File: src/rtl/memory_stage.sv
// -----------------------------------------------------------------------------
// memory_stage
//
// Memory stage of the pipeline. Non-memory instructions pass through to
// Writeback with one cycle of latency. Loads and stores are issued as a single
// registered bus request. The stage then stalls Execute until the memory
// acknowledges the access or the wait budget runs out.
//
// Parameters
//   TIMEOUT_CYCLES      WAIT cycles without mem_ack before the access is
//                       aborted (1..255).
//
// Ports
//   clock, reset        rising-edge clock; asynchronous active-low reset
//   ex_mem_*            instruction fields arriving from Execute
//   mem_req/we/addr/wdata
//                       registered bus request, held for the whole access
//   mem_rdata, mem_ack  load data and one-cycle completion strobe
//   mem_stall           registered hold for Execute and earlier stages
//   mem_err             one-cycle pulse on a misaligned or timed-out access
//   mem_wb_*            destination, write enable and value for Writeback
//   mem_access_count    number of acknowledged accesses (wraps at 16 bits)
// -----------------------------------------------------------------------------
module memory_stage #(
  parameter int unsigned TIMEOUT_CYCLES = 255
) (
  input  logic        clock,
  input  logic        reset,
  // Execute side
  input  logic        ex_mem_readmem,
  input  logic        ex_mem_writemem,
  input  logic [31:0] ex_mem_regb,
  input  logic        ex_mem_selwsource,
  input  logic [4:0]  ex_mem_regdest,
  input  logic        ex_mem_writereg,
  input  logic [31:0] ex_mem_wbvalue,
  // Memory bus
  output logic        mem_req,
  output logic        mem_we,
  output logic [31:0] mem_addr,
  output logic [31:0] mem_wdata,
  input  logic [31:0] mem_rdata,
  input  logic        mem_ack,
  // Pipeline control and status
  output logic        mem_stall,
  output logic        mem_err,
  // Writeback side
  output logic [4:0]  mem_wb_regdest,
  output logic        mem_wb_writereg,
  output logic [31:0] mem_wb_wbvalue,
  output logic [15:0] mem_access_count
);

  localparam logic [0:0] IDLE = 1'b0;
  localparam logic [0:0] WAIT = 1'b1;

  // The abort fires on the edge that would otherwise move the counter to
  // TIMEOUT_CYCLES. This gives exactly TIMEOUT_CYCLES WAIT cycles with
  // mem_req high.
  localparam logic [7:0] TIMEOUT_LAST = 8'(TIMEOUT_CYCLES - 1);

  logic [0:0]  state;
  logic [7:0]  wait_cnt;

  // Instruction fields captured when an access is issued. Execute is stalled
  // while the access is in flight, so the live ex_mem_* values cannot be used.
  logic [4:0]  regdest_p1;
  logic        writereg_p1;
  logic        selwsource_p1;
  logic [31:0] wbvalue_p1;

  logic        access_req;
  logic        access_aligned;
  logic        timeout_hit;

  function automatic logic is_word_aligned(input logic [31:0] byte_addr);
    return (byte_addr[1:0] == 2'b00);
  endfunction

  function automatic logic [31:0] wb_select(input logic        from_mem,
                                            input logic [31:0] rdata,
                                            input logic [31:0] alu_value);
    return from_mem ? rdata : alu_value;
  endfunction

  always_comb begin
    access_req     = ex_mem_readmem | ex_mem_writemem;
    access_aligned = is_word_aligned(ex_mem_wbvalue);
    timeout_hit    = (wait_cnt == TIMEOUT_LAST);
  end

  always_ff @(posedge clock or negedge reset) begin
    if (!reset) begin
      state            <= IDLE;
      wait_cnt         <= 8'd0;
      regdest_p1       <= 5'd0;
      writereg_p1      <= 1'b0;
      selwsource_p1    <= 1'b0;
      wbvalue_p1       <= 32'd0;
      mem_req          <= 1'b0;
      mem_we           <= 1'b0;
      mem_addr         <= 32'd0;
      mem_wdata        <= 32'd0;
      mem_stall        <= 1'b0;
      mem_err          <= 1'b0;
      mem_wb_regdest   <= 5'd0;
      mem_wb_writereg  <= 1'b0;
      mem_wb_wbvalue   <= 32'd0;
      mem_access_count <= 16'd0;
    end else begin
      // mem_err is a strobe; it is raised only on the edge that detects
      // the fault.
      mem_err <= 1'b0;

      case (state)
        // ---- Issue stage: pass-through or request launch ----
        IDLE: begin
          if (!access_req) begin
            mem_wb_regdest  <= ex_mem_regdest;
            mem_wb_writereg <= ex_mem_writereg;
            mem_wb_wbvalue  <= ex_mem_wbvalue;
          end else if (!access_aligned) begin
            // A misaligned access is dropped here. Writeback gets a bubble
            // and the bus is never touched.
            mem_err         <= 1'b1;
            mem_wb_writereg <= 1'b0;
          end else begin
            mem_req         <= 1'b1;
            // A store wins when Execute asserts both read and write.
            mem_we          <= ex_mem_writemem;
            mem_addr        <= ex_mem_wbvalue;
            mem_wdata       <= ex_mem_regb;
            regdest_p1      <= ex_mem_regdest;
            writereg_p1     <= ex_mem_writereg;
            selwsource_p1   <= ex_mem_selwsource;
            wbvalue_p1      <= ex_mem_wbvalue;
            mem_stall       <= 1'b1;
            mem_wb_writereg <= 1'b0;
            wait_cnt        <= 8'd0;
            state           <= WAIT;
          end
        end

        // ---- Wait stage: bus outputs hold until ack or timeout ----
        WAIT: begin
          if (mem_ack) begin
            // An ack wins over a timeout on the same edge.
            mem_req          <= 1'b0;
            mem_stall        <= 1'b0;
            mem_access_count <= mem_access_count + 16'd1;
            mem_wb_regdest   <= regdest_p1;
            // A store never writes a register, whatever Execute asked for.
            mem_wb_writereg  <= writereg_p1 & ~mem_we;
            mem_wb_wbvalue   <= wb_select(selwsource_p1, mem_rdata, wbvalue_p1);
            state            <= IDLE;
          end else if (timeout_hit) begin
            mem_req         <= 1'b0;
            mem_stall       <= 1'b0;
            mem_err         <= 1'b1;
            mem_wb_writereg <= 1'b0;
            state           <= IDLE;
          end else begin
            wait_cnt <= wait_cnt + 8'd1;
          end
        end

        default: begin
          state <= IDLE;
        end
      endcase
    end
  end

endmodule

File: config.mk
export PLATFORM = sky130hd
export DESIGN_NAME = memory_stage
export DESIGN_NICKNAME = d
export VERILOG_FILES = /design/src/rtl/memory_stage.sv
export SDC_FILE = /design/constraint.sdc
export NUM_CORES = 1
export LEC_CHECK = 0
export CAP_MARGIN = 20
export CORE_MARGIN = 2
export CORE_UTILIZATION = 28
export DETAILED_ROUTE_END_ITERATION = 16
export GPL_TIMING_DRIVEN = 0
export MAX_ROUTING_LAYER = met4
export PLACE_DENSITY = 0.63
export RECOVER_POWER = 50
export SKIP_CTS_REPAIR_TIMING = 1
export SLEW_MARGIN = 10
export SYNTH_ARGS = -nofsm -noshare
export SYNTH_HDL_FRONTEND = slang
export SYNTH_SLANG_ARGS = --single-unit
File: constraint.sdc
create_clock -name clock -period 2.1 [get_ports clock]
set_clock_uncertainty 0.1 [all_clocks]
set_input_delay 0.42 -clock clock [delete_from_list [all_inputs] [get_ports clock]]
set_output_delay 0.42 -clock clock [all_outputs]
set_load 0.005 [all_outputs]
==> results.md <==
- Status: finished, final reports clean
- CTS H-tree lvls: 4
- 1st-pass router iterations: 4
- Reg-to-reg slack, setup: 0.16 ns
- IO buf count: 228
- Main synth FF type: dfrtp_1
- Slew Limit Fails: 0
- Root Buffer: clkbuf_16
- Hold Path Origin: mem_wdata[26]$_DFFE_PN0P_
- Seq/Total Area, Yosys: 53.4%
- Dpl cells: 1,182
- Initial drt markers: 277
- Die area: 24,100 sq um
- Max IR drop VDD: 0.000502 V
- Mean Syn Cell Area: 9.60 sq um
- Setup tns final: 0 ns
- Fin cells: 1,214
- Critical path's most frequent cell: nand2_1
- Critical Path Source Type: input pin
- Setup crit end kind: flip-flop
- I/O pins: 230
- Register bit total from synthesis: 137
- CP Class: in2reg
- Filler cell count: 2,228
- CTS buffer count: 17
- FMAX: 0.506 GHz
- Sink Count: 137
- Share of cells above drive strength 1: 7.43%
- Crit-path slowest cell: clkdlybuf4s50_1
- Hold path depth: 2
- Core area: 22,600 sq um
- Final period demand of the worst path: 1.98 ns
- CTS tree: built
- Area Growth Syn to Fin: 50.7%
- Die width: 155 microns
- Die height: 155 microns
- Pwr/cell area: 951 nW/um^2
- Initial antenna violation count: 0
- Final hold slack: 0.365 ns
- Longest Clk Path Bufs: 2
- CP top delay family: buffers and inverters
- Diode count: 0
- WL final: 20,300 microns
- CP Buf/Inv Count: 3
- Clk_lat worst skew: 0.41 ns
- R2R depth: 6
- Routed WL per cell: 16.7 microns
- Hold Crit Class: reg2reg
- Worst reg2reg path startpoint: state$_DFF_PN0_
- Post-Syn Nets: 779
- Global route overflow: 0
- Post-Syn Area: 6410 sq um
- RSZ-0062 raised after global routing: false
- Final hold vios: 0
- CP peak stage delay: 0.54 ns
- First-pass GRT wire length: 31,600 microns
- Ys async rst share: 100%
- Vias in the first global route: 5,580
- Clock-pin slew on the worst setup and hold paths: 0.06 ns
- Slew at the pin closest to its max-slew limit: 0.844 ns
- Critical Path RT: 2.30 ns
- Synth area leaders: dfrtp_1 (53%), nand2_1 (15%), mux2i_1 (10%), o21ai_0 (3.4%), o211ai_1 (3.4%)
- Max-slew headroom: 43.7%
- WP data arrival: 2.18 ns
- Critical path depth in cells: 7
- GP Congestion: 0.772
- Post-synth EDFFs: 0
- CP Max Fanout: 10
- Crit share post-route: 94.2%
- Worst path cell trace: clkdlybuf4s50_1 -> nor2_2 -> or4_1 -> clkbuf_2 -> buf_6 -> nand2_1 -> nand2_1
- Final setup fails: 0
- Post-synthesis cell type count: 41
- Reg2reg end: wbvalue_p1[28]$_DFFE_PN0P_
- Hold-critical path endpoint: mem_wdata[26]$_DFFE_PN0P_
- Largest net degree at the start of global routing: 90
- Static Leak: 4.41 nW
- DRT antenna net count: 0
- DR DRC count: 0
- DR vias/cell: 4.64
- FP Rows: 55
- Yosys top cell area share: 53.4%
- Syn. warnings: 0
- MaxCap Viol Count: 0
- Nets: 1,028
- Tot GR Track Use: 17.6%
- Via count: 5,630
- Cells after Synth: 668
- Synth area leader: dfrtp_1
- Initial Util: 28.4%
- Hpwl dp: 14,400 microns
[sequential cells by signal, summed over array words and instances, names as in the netlist, 5 cells and up]
name,cells
mem_wb_wbvalue,32
mem_wdata,32
wbvalue_p1,32
mem_access_count,16
wait_cnt,8
mem_wb_regdest,5
regdest_p1,5
[cell usage in the layout, fill, tap and decap left out, types with 2 or more instances in the layout]
| cell type | instances |
|---|---|
| a211o_1 | 4 |
| and3_1 | 6 |
| buf_1 | 5 |
| buf_2 | 15 |
| buf_4 | 4 |
| buf_6 | 8 |
| bufinv_16 | 3 |
| clkbuf_1 | 10 |
| clkbuf_16 | 17 |
| clkbuf_2 | 2 |
| clkbuf_8 | 2 |
| clkdlybuf4s50_1 | 187 |
| clkinv_2 | 4 |
| clkinv_4 | 2 |
| clkinvlp_4 | 3 |
| dfrtp_1 | 137 |
| dlygate4sd3_1 | 41 |
| ha_1 | 3 |
| inv_1 | 6 |
| mux2i_1 | 66 |
| nand2_1 | 263 |
| nand3_1 | 10 |
| nand3b_1 | 2 |
| nand4_1 | 6 |
| nor2_1 | 6 |
| nor3_1 | 6 |
| nor3b_1 | 2 |
| nor4_2 | 2 |
| o211ai_1 | 29 |
| o21ai_0 | 44 |
| xnor2_1 | 12 |
| xor2_1 | 3 |
[metal layers]
| metal | global-route usage, % | part of all wire, % | up-vias |
|---|---|---|---|
| met3 | 4.57 | 6.2 | 21 |
| li1 | - | - | 2749 |
| met1 | 22.7 | 46 | 2687 |
| met4 | 5.20 | 1.5 | 0 |
| met5 | - | 0 | - |
| met2 | 27.2 | 46 | 173 |
[how the worst max path moves through the flow]
stage	from	endpoint
floorplan	mem_ack	wait_cnt[4]$_DFFE_PN0P_
global placement	reset	mem_wdata[8]$_DFFE_PN0P_
detailed placement	ex_mem_wbvalue[1]	wbvalue_p1[7]$_DFFE_PN0P_
CTS	ex_mem_wbvalue[1]	wbvalue_p1[7]$_DFFE_PN0P_
global route	ex_mem_writemem	mem_wdata[4]$_DFFE_PN0P_
finish	ex_mem_writemem	wbvalue_p1[28]$_DFFE_PN0P_
[tightest hold or removal path, stage by stage, from the launching register on]
cell     delay (ns)
dfrtp_1        0.34
nand2_1        0.05
nand2_1        0.05
[metrics by stage]
stage               cell area [sq um]  power (mW)  utilization, %  setup WS, ns
finish                           9670        9.19            42.8         0.123
global route                     9670        9.76            42.8        0.0252
CTS                              9690        9.41            42.9         0.104
detailed placement               9090        6.25            40.3        -0.331
global placement                 9050        6.21            40.1         -5.50
floorplan                        6410        4.57               -         0.444
[where the power goes]
group	total (mW)	leakage, nW	internal, mW	switching [mW]
Sequential	3.60	1.73	3.19	0.411
Clock	3.11	0.291	1.92	1.19
Combinational	2.49	2.39	1.43	1.06
Total	9.19	4.41	6.54	2.66
[cell families after synthesis]
family / after synthesis / synth area share, %
XOR/XNOR: 15 / 2.05
AO/OA/AOI/OAI: 85 / 8.66
AND/OR/NAND/NOR: 312 / 20.5
multiplexers: 67 / 10.5
flip-flops: 137 / 53.4
adder cells (fa/ha/maj): 3 / 0.585
buffers and inverters: 49 / 4.29
[layout make-up]
| class | count | area (sq um) | share of cell area (%) |
|---|---|---|---|
| well taps | 285 | 357 | 3.69 |
| plain buffers | 43 | 250 | 2.59 |
| flip-flops and latches | 137 | 3430 | 35.5 |
| clock buffers | 19 | 453 | 4.69 |
| repair buffers | 230 | 2310 | 23.9 |
| clock inverters | 12 | 150 | 1.55 |
| multi-input cells | 482 | 2700 | 27.9 |
| inverters | 6 | 22.5 | 0.233 |
[synthesized netlist by cell type (3+ instances only)]
library cell	instances
buf_2	16
mux2i_1	66
buf_6	7
clkbuf_1	10
nor3_1	6
o21ai_0	44
inv_1	6
dfrtp_1	137
nand4_1	5
and3_1	6
xnor2_1	12
buf_4	5
a211o_1	4
ha_1	3
o211ai_1	29
nand2_1	263
nand3_1	10
nor2_1	6
xor2_1	3
buf_1	5
No activity file was read; power rests on OpenSTA's default activity.
